==> src/rtl/alu_wide_sequencer.sv <==
// alu_wide_sequencer: splits one wide ALU request into 32-bit slices, LS word first, and reassembles the result
//   clk, rst_n                   clock, asynchronous active-low reset
//   req_valid/ready/opcode/a/b/cin  wide request handshake and operands
//   rsp_valid/ready/result/cout/err wide response handshake and result
//   alu_opcode/a/b/cin -> ALU, alu_result/cout <- ALU  one slice per RUN cycle
module alu_wide_sequencer #(
    parameter int WORDS = 4
) (
    input  logic                clk,
    input  logic                rst_n,
    input  logic                req_valid,
    output logic                req_ready,
    input  logic [2:0]          req_opcode,
    input  logic [32*WORDS-1:0] req_a,
    input  logic [32*WORDS-1:0] req_b,
    input  logic                req_cin,
    output logic                rsp_valid,
    input  logic                rsp_ready,
    output logic [32*WORDS-1:0] rsp_result,
    output logic                rsp_cout,
    output logic                rsp_err,
    output logic [2:0]          alu_opcode,
    output logic [31:0]         alu_a,
    output logic [31:0]         alu_b,
    output logic                alu_cin,
    input  logic [31:0]         alu_result,
    input  logic                alu_cout
);
    localparam int W  = 32 * WORDS;
    localparam int IW = $clog2(WORDS);

    typedef enum logic [1:0] {IDLE, RUN, DONE} state_t;

    state_t          state_q, state_d;
    logic [2:0]      op_q, op_d;
    logic [W-1:0]    a_q, a_d, b_q, b_d, res_q, res_d;
    logic [IW-1:0]   idx_q, idx_d;
    logic            carry_q, carry_d, err_q, err_d;
    logic            accept, is_add, bad_op, last, run;

    assign accept = req_valid && req_ready;
    assign is_add = op_q == 3'b111;
    // 100/101/110 are the only encodings with bit 2 set that are not ADD
    assign bad_op = req_opcode[2] && !(&req_opcode);
    assign last   = idx_q == IW'(WORDS - 1);
    assign run    = state_q == RUN;

    always_ff @(posedge clk or negedge rst_n) begin
        if (!rst_n) state_q <= IDLE;
        else        state_q <= state_d;
    end

    always_comb begin
        state_d = state_q;
        case (state_q)
            IDLE:    state_d = accept ? (bad_op ? DONE : RUN) : IDLE;
            RUN:     state_d = last ? DONE : RUN;
            DONE:    state_d = rsp_ready ? IDLE : DONE;
            default: state_d = IDLE;
        endcase
    end

    always_comb begin
        req_ready  = state_q == IDLE;
        rsp_valid  = state_q == DONE;
        rsp_result = rsp_valid ? res_q : '0;
        rsp_cout   = rsp_valid && is_add && carry_q;
        rsp_err    = rsp_valid && err_q;
        alu_opcode = run ? op_q : 3'b000;
        alu_a      = run ? a_q[32*idx_q +: 32] : 32'h0;
        alu_b      = run ? b_q[32*idx_q +: 32] : 32'h0;
        alu_cin    = run && is_add && carry_q;
    end

    always_comb begin
        op_d    = op_q;
        a_d     = a_q;
        b_d     = b_q;
        res_d   = res_q;
        idx_d   = idx_q;
        carry_d = carry_q;
        err_d   = err_q;
        if (accept) begin
            op_d    = req_opcode;
            a_d     = req_a;
            b_d     = req_b;
            res_d   = '0;
            idx_d   = '0;
            carry_d = (req_opcode == 3'b111) && req_cin;
            err_d   = bad_op;
        end else if (run) begin
            res_d[32*idx_q +: 32] = alu_result;
            carry_d = is_add ? alu_cout : carry_q;
            idx_d   = last ? '0 : idx_q + 1'b1;
        end else if (rsp_valid && rsp_ready) begin
            err_d = 1'b0;
        end
    end

    always_ff @(posedge clk or negedge rst_n) begin
        if (!rst_n) begin
            op_q    <= 3'b000;
            a_q     <= '0;
            b_q     <= '0;
            res_q   <= '0;
            idx_q   <= '0;
            carry_q <= 1'b0;
            err_q   <= 1'b0;
        end else begin
            op_q    <= op_d;
            a_q     <= a_d;
            b_q     <= b_d;
            res_q   <= res_d;
            idx_q   <= idx_d;
            carry_q <= carry_d;
            err_q   <= err_d;
        end
    end
endmodule

==> config.mk <==
export PLATFORM = sky130hd
export DESIGN_NAME = alu_wide_sequencer
export DESIGN_NICKNAME = d
export VERILOG_FILES = /design/src/rtl/alu_wide_sequencer.sv
export SDC_FILE = /design/constraint.sdc
export NUM_CORES = 1
export LEC_CHECK = 0
export ABC_CLOCK_PERIOD_IN_PS = 2700
export BUFFER_PORTS_ARGS = -buffer_cell sky130_fd_sc_hd__buf_4
export CAP_MARGIN = 20
export CORE_AREA = 2 2 192 194
export CTS_BUF_LIST = sky130_fd_sc_hd__clkbuf_16
export DETAILED_ROUTE_END_ITERATION = 6
export DIE_AREA = 0 0 194 196
export GPL_TIMING_DRIVEN = 0
export PLACE_DENSITY_LB_ADDON = 0.3
export RECOVER_POWER = 100
export SYNTH_ARGS = -nofsm -noshare
export SYNTH_HDL_FRONTEND = slang
export SYNTH_SLANG_ARGS = --single-unit
==> constraint.sdc <==
create_clock -name clk -period 2.7 [get_ports clk]
set_input_delay 0.405 -clock clk [delete_from_list [all_inputs] [get_ports clk]]
set_output_delay 0.405 -clock clk [all_outputs]
set_load 0.01 [all_outputs]
After elaboration in Yosys (flattened, before gate mapping):

Index checks and enable logic that the tools add are counted.

* register bits: 393
* latch bits: 0
* bits in writable memories: 0
* bits in read-only memories: 0
* input port bits: 297
* output and inout bits: 200
* logic and storage cells: 58
* memories: 0

* $add $sub $neg: 2
* multipliers: 0
* divide/modulo/power cells: 0
* $lt $le $gt $ge: 0
* eq/ne operators: 6
* shift-type cells: 4
* mux-type cells: 21
* bitwise logic cells: 0
* reduce and logical (&&, ||, !) cells: 17

Operators by type and width (count)
* 128-bit 2-to-1 mux: 3
* 128-bit by 8-bit indexed part select with 32-bit output: 2
* 128-bit bitwise mux: 1
* 32-bit by 34-bit variable shift with 128-bit output, first input constant: 1
* 32-bit by 34-bit indexed part select with 128-bit output: 1
* 32-bit 2-to-1 mux: 2
* 7-bit negator with 34-bit output: 1
* 2-bit 2-to-1 mux: 7
* 1-bit logical AND: 9
* 3-bit equality test, second input constant: 2
* 1-bit 2-to-1 mux: 6
* 2-bit one-hot mux with 3 select lines: 1
* 2-bit nonzero test: 3
* 2-bit equality test, second input constant: 2
* 2-bit AND reduction: 2
* 3-bit 2-to-1 mux: 1
* 3-bit AND reduction: 1
* 2-bit by 1-bit adder with 2-bit output, second input constant: 1
* 2-bit by 1-bit equality test with 1-bit output, second input constant: 1
* 2-bit zero test: 1
* 2-bit != test, second input constant: 1
* 1-bit zero test: 1

Longest topological paths before layout:

* word-level depth: 6
* depth in mapped cells: 9
* depth with buffers taken out: 5

Least setup slack after synthesis:

No wires, ideal clock.

* kind: reg2reg
* from: register idx_q[1]
* to: register res_q[66]
* arrival: 2.046 ns
* data required time: 2.623 ns
* slack: 0.576 ns
* cell stages (with the launch flop): 10
* clock period less this slack: 2.124 ns
* cell sequence: dfrtp_1 > buf_2 > buf_2 > inv_1 > ha_1 > and4bb_2 > clkbuf_1 > buf_2 > nand3_1 > a21oi_1

* longest elaborated chain between the ends: 5
* elaborated cells on any way between the ends: 6
* those cells by class: add/sub (1); shift (2); mux (3)

RTL lines
* start: declaration: line 37 `logic [IW-1:0] idx_q, idx_d;`
* start signal: assignment: line 114 `idx_q <= idx_d;`
* 7-bit negator with 34-bit output *: line 92 `res_d[32*idx_q +: 32] = alu_result;`
* 32-bit by 34-bit indexed part select with 128-bit output or 32-bit by 34-bit variable shift with 128-bit output (tied branches): line 92
* 128-bit bitwise mux *: line 92
* 128-bit 2-to-1 mux *: line 91 `end else if (run) begin`
* 128-bit 2-to-1 mux *: line 83 `if (accept) begin`
* end signal: assignment: line 113 `res_q <= res_d;`
* end: declaration: line 36 `logic [W-1:0] a_q, a_d, b_q, b_d, res_q, res_d;`

Every way passes the cells marked *; elsewhere a longest branch is shown, timed or not. The select of a mux whose other input is x is not followed.
A chain may end at the register's enable or synchronous reset.

Final worst setup path:

* from: register idx_q[0]
* to: output port alu_b[25]

* longest elaborated chain between the ends: 2

RTL lines
* 128-bit by 8-bit indexed part select with 32-bit output: line 71 `alu_b = run ? b_q[32*idx_q +: 32] : 32'h0;`
* 32-bit 2-to-1 mux: line 71
* end: declaration: line 24 `output logic [31:0] alu_b,`

Every way passes these cells.

==> impl_metrics.csv <==
group,metric,value,unit
status,status,"finished, final reports clean",
clock_tree,cts_num_sinks,393,
placed_design,pre_cts_ws,-198,ps
drt,num_vias,15347,
setup_path,reg2reg_from,"idx_q[1]$_DFFE_PN0P_",
sta,setup_ws,53.2,ps
min_path,whs_path_depth,3,
setup_path,r2r_end,"res_q[39]$_DFFE_PN0P_",
setup_path,endpoint_kind,"output port",
sta,tightestPinTransition,1190,ps
yosys,ys.flop_type,"dfrtp_1",
setup_path,r2r_slack,180,ps
yosys,yosysWarnings,0,
min_path,hp-start,"req_a[3]",
sta,hold_viol_final,0,
finish,n_fill_cell,2976,
yosys,synth_top_family_by_area,"simple AND/OR/NAND/NOR gates",
flow_run,max_cap_viol_count,0,
setup_path,worstPathArrival,2240,ps
power,clkPwrFrac,21.3,%
min_path,hold_end,"a_q[3]$_DFFE_PN0N_",
finish,instances_no_fill,2845,
drt,drc,0,
yosys,ys_types,36,
power,p_int,15.4,mW
yosys,netlist_area,17700,sq um
clock_tree,clockRootBuffer,"clkbuf_16",
min_path,hold_class,"input pin to flip-flop",
sta,setup_viol,0,
placed_design,dpl_cell_area,22100,sq um
drt,vias_per_cell,5.39,
grt,grt_pass1_vias,15603,
floorplan,die-width,194,microns
floorplan,start_util,49.1,%
drt,drt_iter0_markers,859,
finish,areaGrowthSynthToFinish,31.7,%
drt,first_pass_iters,7,
placed_design,gp_congestion,0.892,
grt,grt-ovfl-total,0,
setup_path,cp_data_required_time,2300,ps
drt,wire_per_inst,20.3,microns
yosys,synthArstFlopShare,100,%
clock_tree,cts_tree,"yes",
sta,drv_slew,0,
sta,fin_crit,2650,ps
yosys,synth_fa_ha_area_share,0.424,%
floorplan,dieArea,38000,sq um
setup_path,worstSetupStartpoint,"idx_q[0]$_DFFE_PN0P_",
clock_tree,cts_buffer_depth,3,
power,powerDensity,1050,nW/um^2
clock_tree,path_clk_slew,60,ps
grt,grt_pass1_wl,88000,microns
grt,grtUsageTotal,29.9,%
floorplan,ioPinCount,497,
yosys,syn_inst,1801,
finish,regArea,9830,sq um
setup_path,worstSetupPathType,"flip-flop to output port",
finish,drive_gt1_share,28.7,%
floorplan,design.core.area,36100,sq um
finish,final_area,23300,sq um
power,swShare,37.0,%
yosys,synth-edff-count,0,
clock_tree,clock_latency,530,ps
setup_path,reg2reg_depth,8,
sta,finClkSkew,11.3,ps
yosys,avgSynthCellArea,9.83,sq um
power,p_leak,12.2,nW
placed_design,place_inst,2768,
sta,slew-limit-headroom,20.4,%
yosys,synth_fp_nets,2104,
power,ir_worst_vdd,0.547,mV
power,p_seq_share,38.3,%
power,switching_power,9.08,mW
finish,nets,2653,
yosys,ys_seq_elements,393,
clock_tree,htreeDepth,2,
power,combPwrFrac,40.5,%
finish,mostFrequentLayoutCells,"nand2_1, buf_4, dfrtp_1",
placed_design,dp_hpwl,42800,microns
yosys,ys_seq_area_share,55.5,%
clock_tree,cts_buffers,40,
setup_path,critPathLaunchType,"flip-flop",
sta,fmax,0.378,GHz
yosys,synth_xor_area_share,0,%
finish,multiInputGateArea,7250,sq um
grt,antenna_found_initial,2,
yosys,synth_compound_area_share,6.15,%
sta,fin_crit_sh,98.0,%
finish,final_common_cell,"nand2_1",
placed_design,port_buffers,496,
floorplan,fp.dieH,196,microns
yosys,synth.mux.area_fraction,8.14,%
sta,grt_setup_unrepaired,"false",
floorplan,std_cell_rows,70,
grt,grt_max_degree,129,
drt,drt-total-wl,57700,microns
yosys,synthSimpleGateAreaFrac,26.3,%
drt,postRouteAntennaNets,0,
setup_path,cp_max_fo,10,
==> timing repair <==
action                                  CTS  global route
endpoints found under the setup margin  226           106
endpoints found under the hold margin    54             0
hold buffers                              1             0
gates resized for setup                  41            13
setup buffers                             1             7
cloned                                    0             0
==> critical path, cell delays in order (launching register included) <==
cell     delay [ps]
dfrtp_1         370
buf_6           160
buf_12          160
buf_12          160
mux4_2          500
and2_1          210
buf_4           160
==> kinds of logic after synthesis <==
| group | after synthesis |
|---|---|
| and+or+nand+nor | 1067 |
| DFF | 393 |
| AOI/OAI and AO/OA | 140 |
| buffers and inverters | 131 |
| muxes | 64 |
| adders and majority gates | 6 |
==> metal layers <==
metal	vias up	part of all wire [%]	global-route usage, %
met2	697	49	50.6
met4	2	4.0	11.2
li1	6954	-	-
met1	7557	39	38.6
met5	-	0.028	0
met3	137	7.2	5.60
==> registers in the layout (all words and copies together), names as in the netlist <==
register  cells
state_q       2
idx_q         2
a_q         128
carry_q       1
op_q          3
b_q         128
err_q         1
res_q       128
==> synth_stat cells (4+ instances only) <==
master | n | area share [%]
a22o_1 | 96 | 4.7
clkbuf_1 | 60 | 1.3
nand2_1 | 816 | 17
buf_6 | 4 | 0.25
dfrtp_1 | 393 | 56
a21oi_1 | 32 | 0.90
mux4_2 | 64 | 8.1
nand3_1 | 33 | 0.93
buf_4 | 6 | 0.25
buf_2 | 57 | 1.6
ha_1 | 6 | 0.42
and2_1 | 196 | 6.9
==> worst max path at each step <==
stage	depth (start not counted)	endpoint	slack, ps
after floorplan	9	res_q[66]$_DFFE_PN0P_	580
after global placement	1	a_q[112]$_DFFE_PN0N_	-2550
after detailed placement	9	res_q[73]$_DFFE_PN0P_	-200
after CTS	6	alu_b[3]	1
after global routing	6	rsp_result[37]	1
final	6	alu_b[25]	50
==> power by group through the flow <==
stage / Clock, mW / Combinational, mW / Sequential, mW
2_1_floorplan: 0 / 6.25 / 8.98
5_1_grt: 5.49 / 10.9 / 9.61
3_3_place_gp: 0 / 9.50 / 9.28
4_1_cts: 5.25 / 9.98 / 9.34
6_report: 5.22 / 9.92 / 9.38
3_5_place_dp: 0 / 9.75 / 9.42
==> layout make-up <==
class | count | area share [%]
Clock inverter | 27 | 0.724
Tap cell | 468 | 2.51
Inverter | 3 | 0.0483
Multi-Input combinational cell | 1277 | 31.1
Timing Repair Buffer | 508 | 16.0
Clock buffer | 41 | 4.40
Buffer | 127 | 2.99
Sequential cell | 393 | 42.2
Antenna cell | 1 | 0.0107
==> through the flow <==
step	TNS, ps	total power [mW]	utilization, %	hold slack [ps]
2_1_floorplan	0	15.2	-	109
3_3_place_gp	-983380	18.8	61.0	453
3_5_place_dp	-4410	19.2	61.3	365
4_1_cts	0	24.6	64.9	52.9
5_1_grt	0	26.0	64.6	59.3
6_report	0	24.5	64.6	62.7
(Power assumes the default switching activity.)
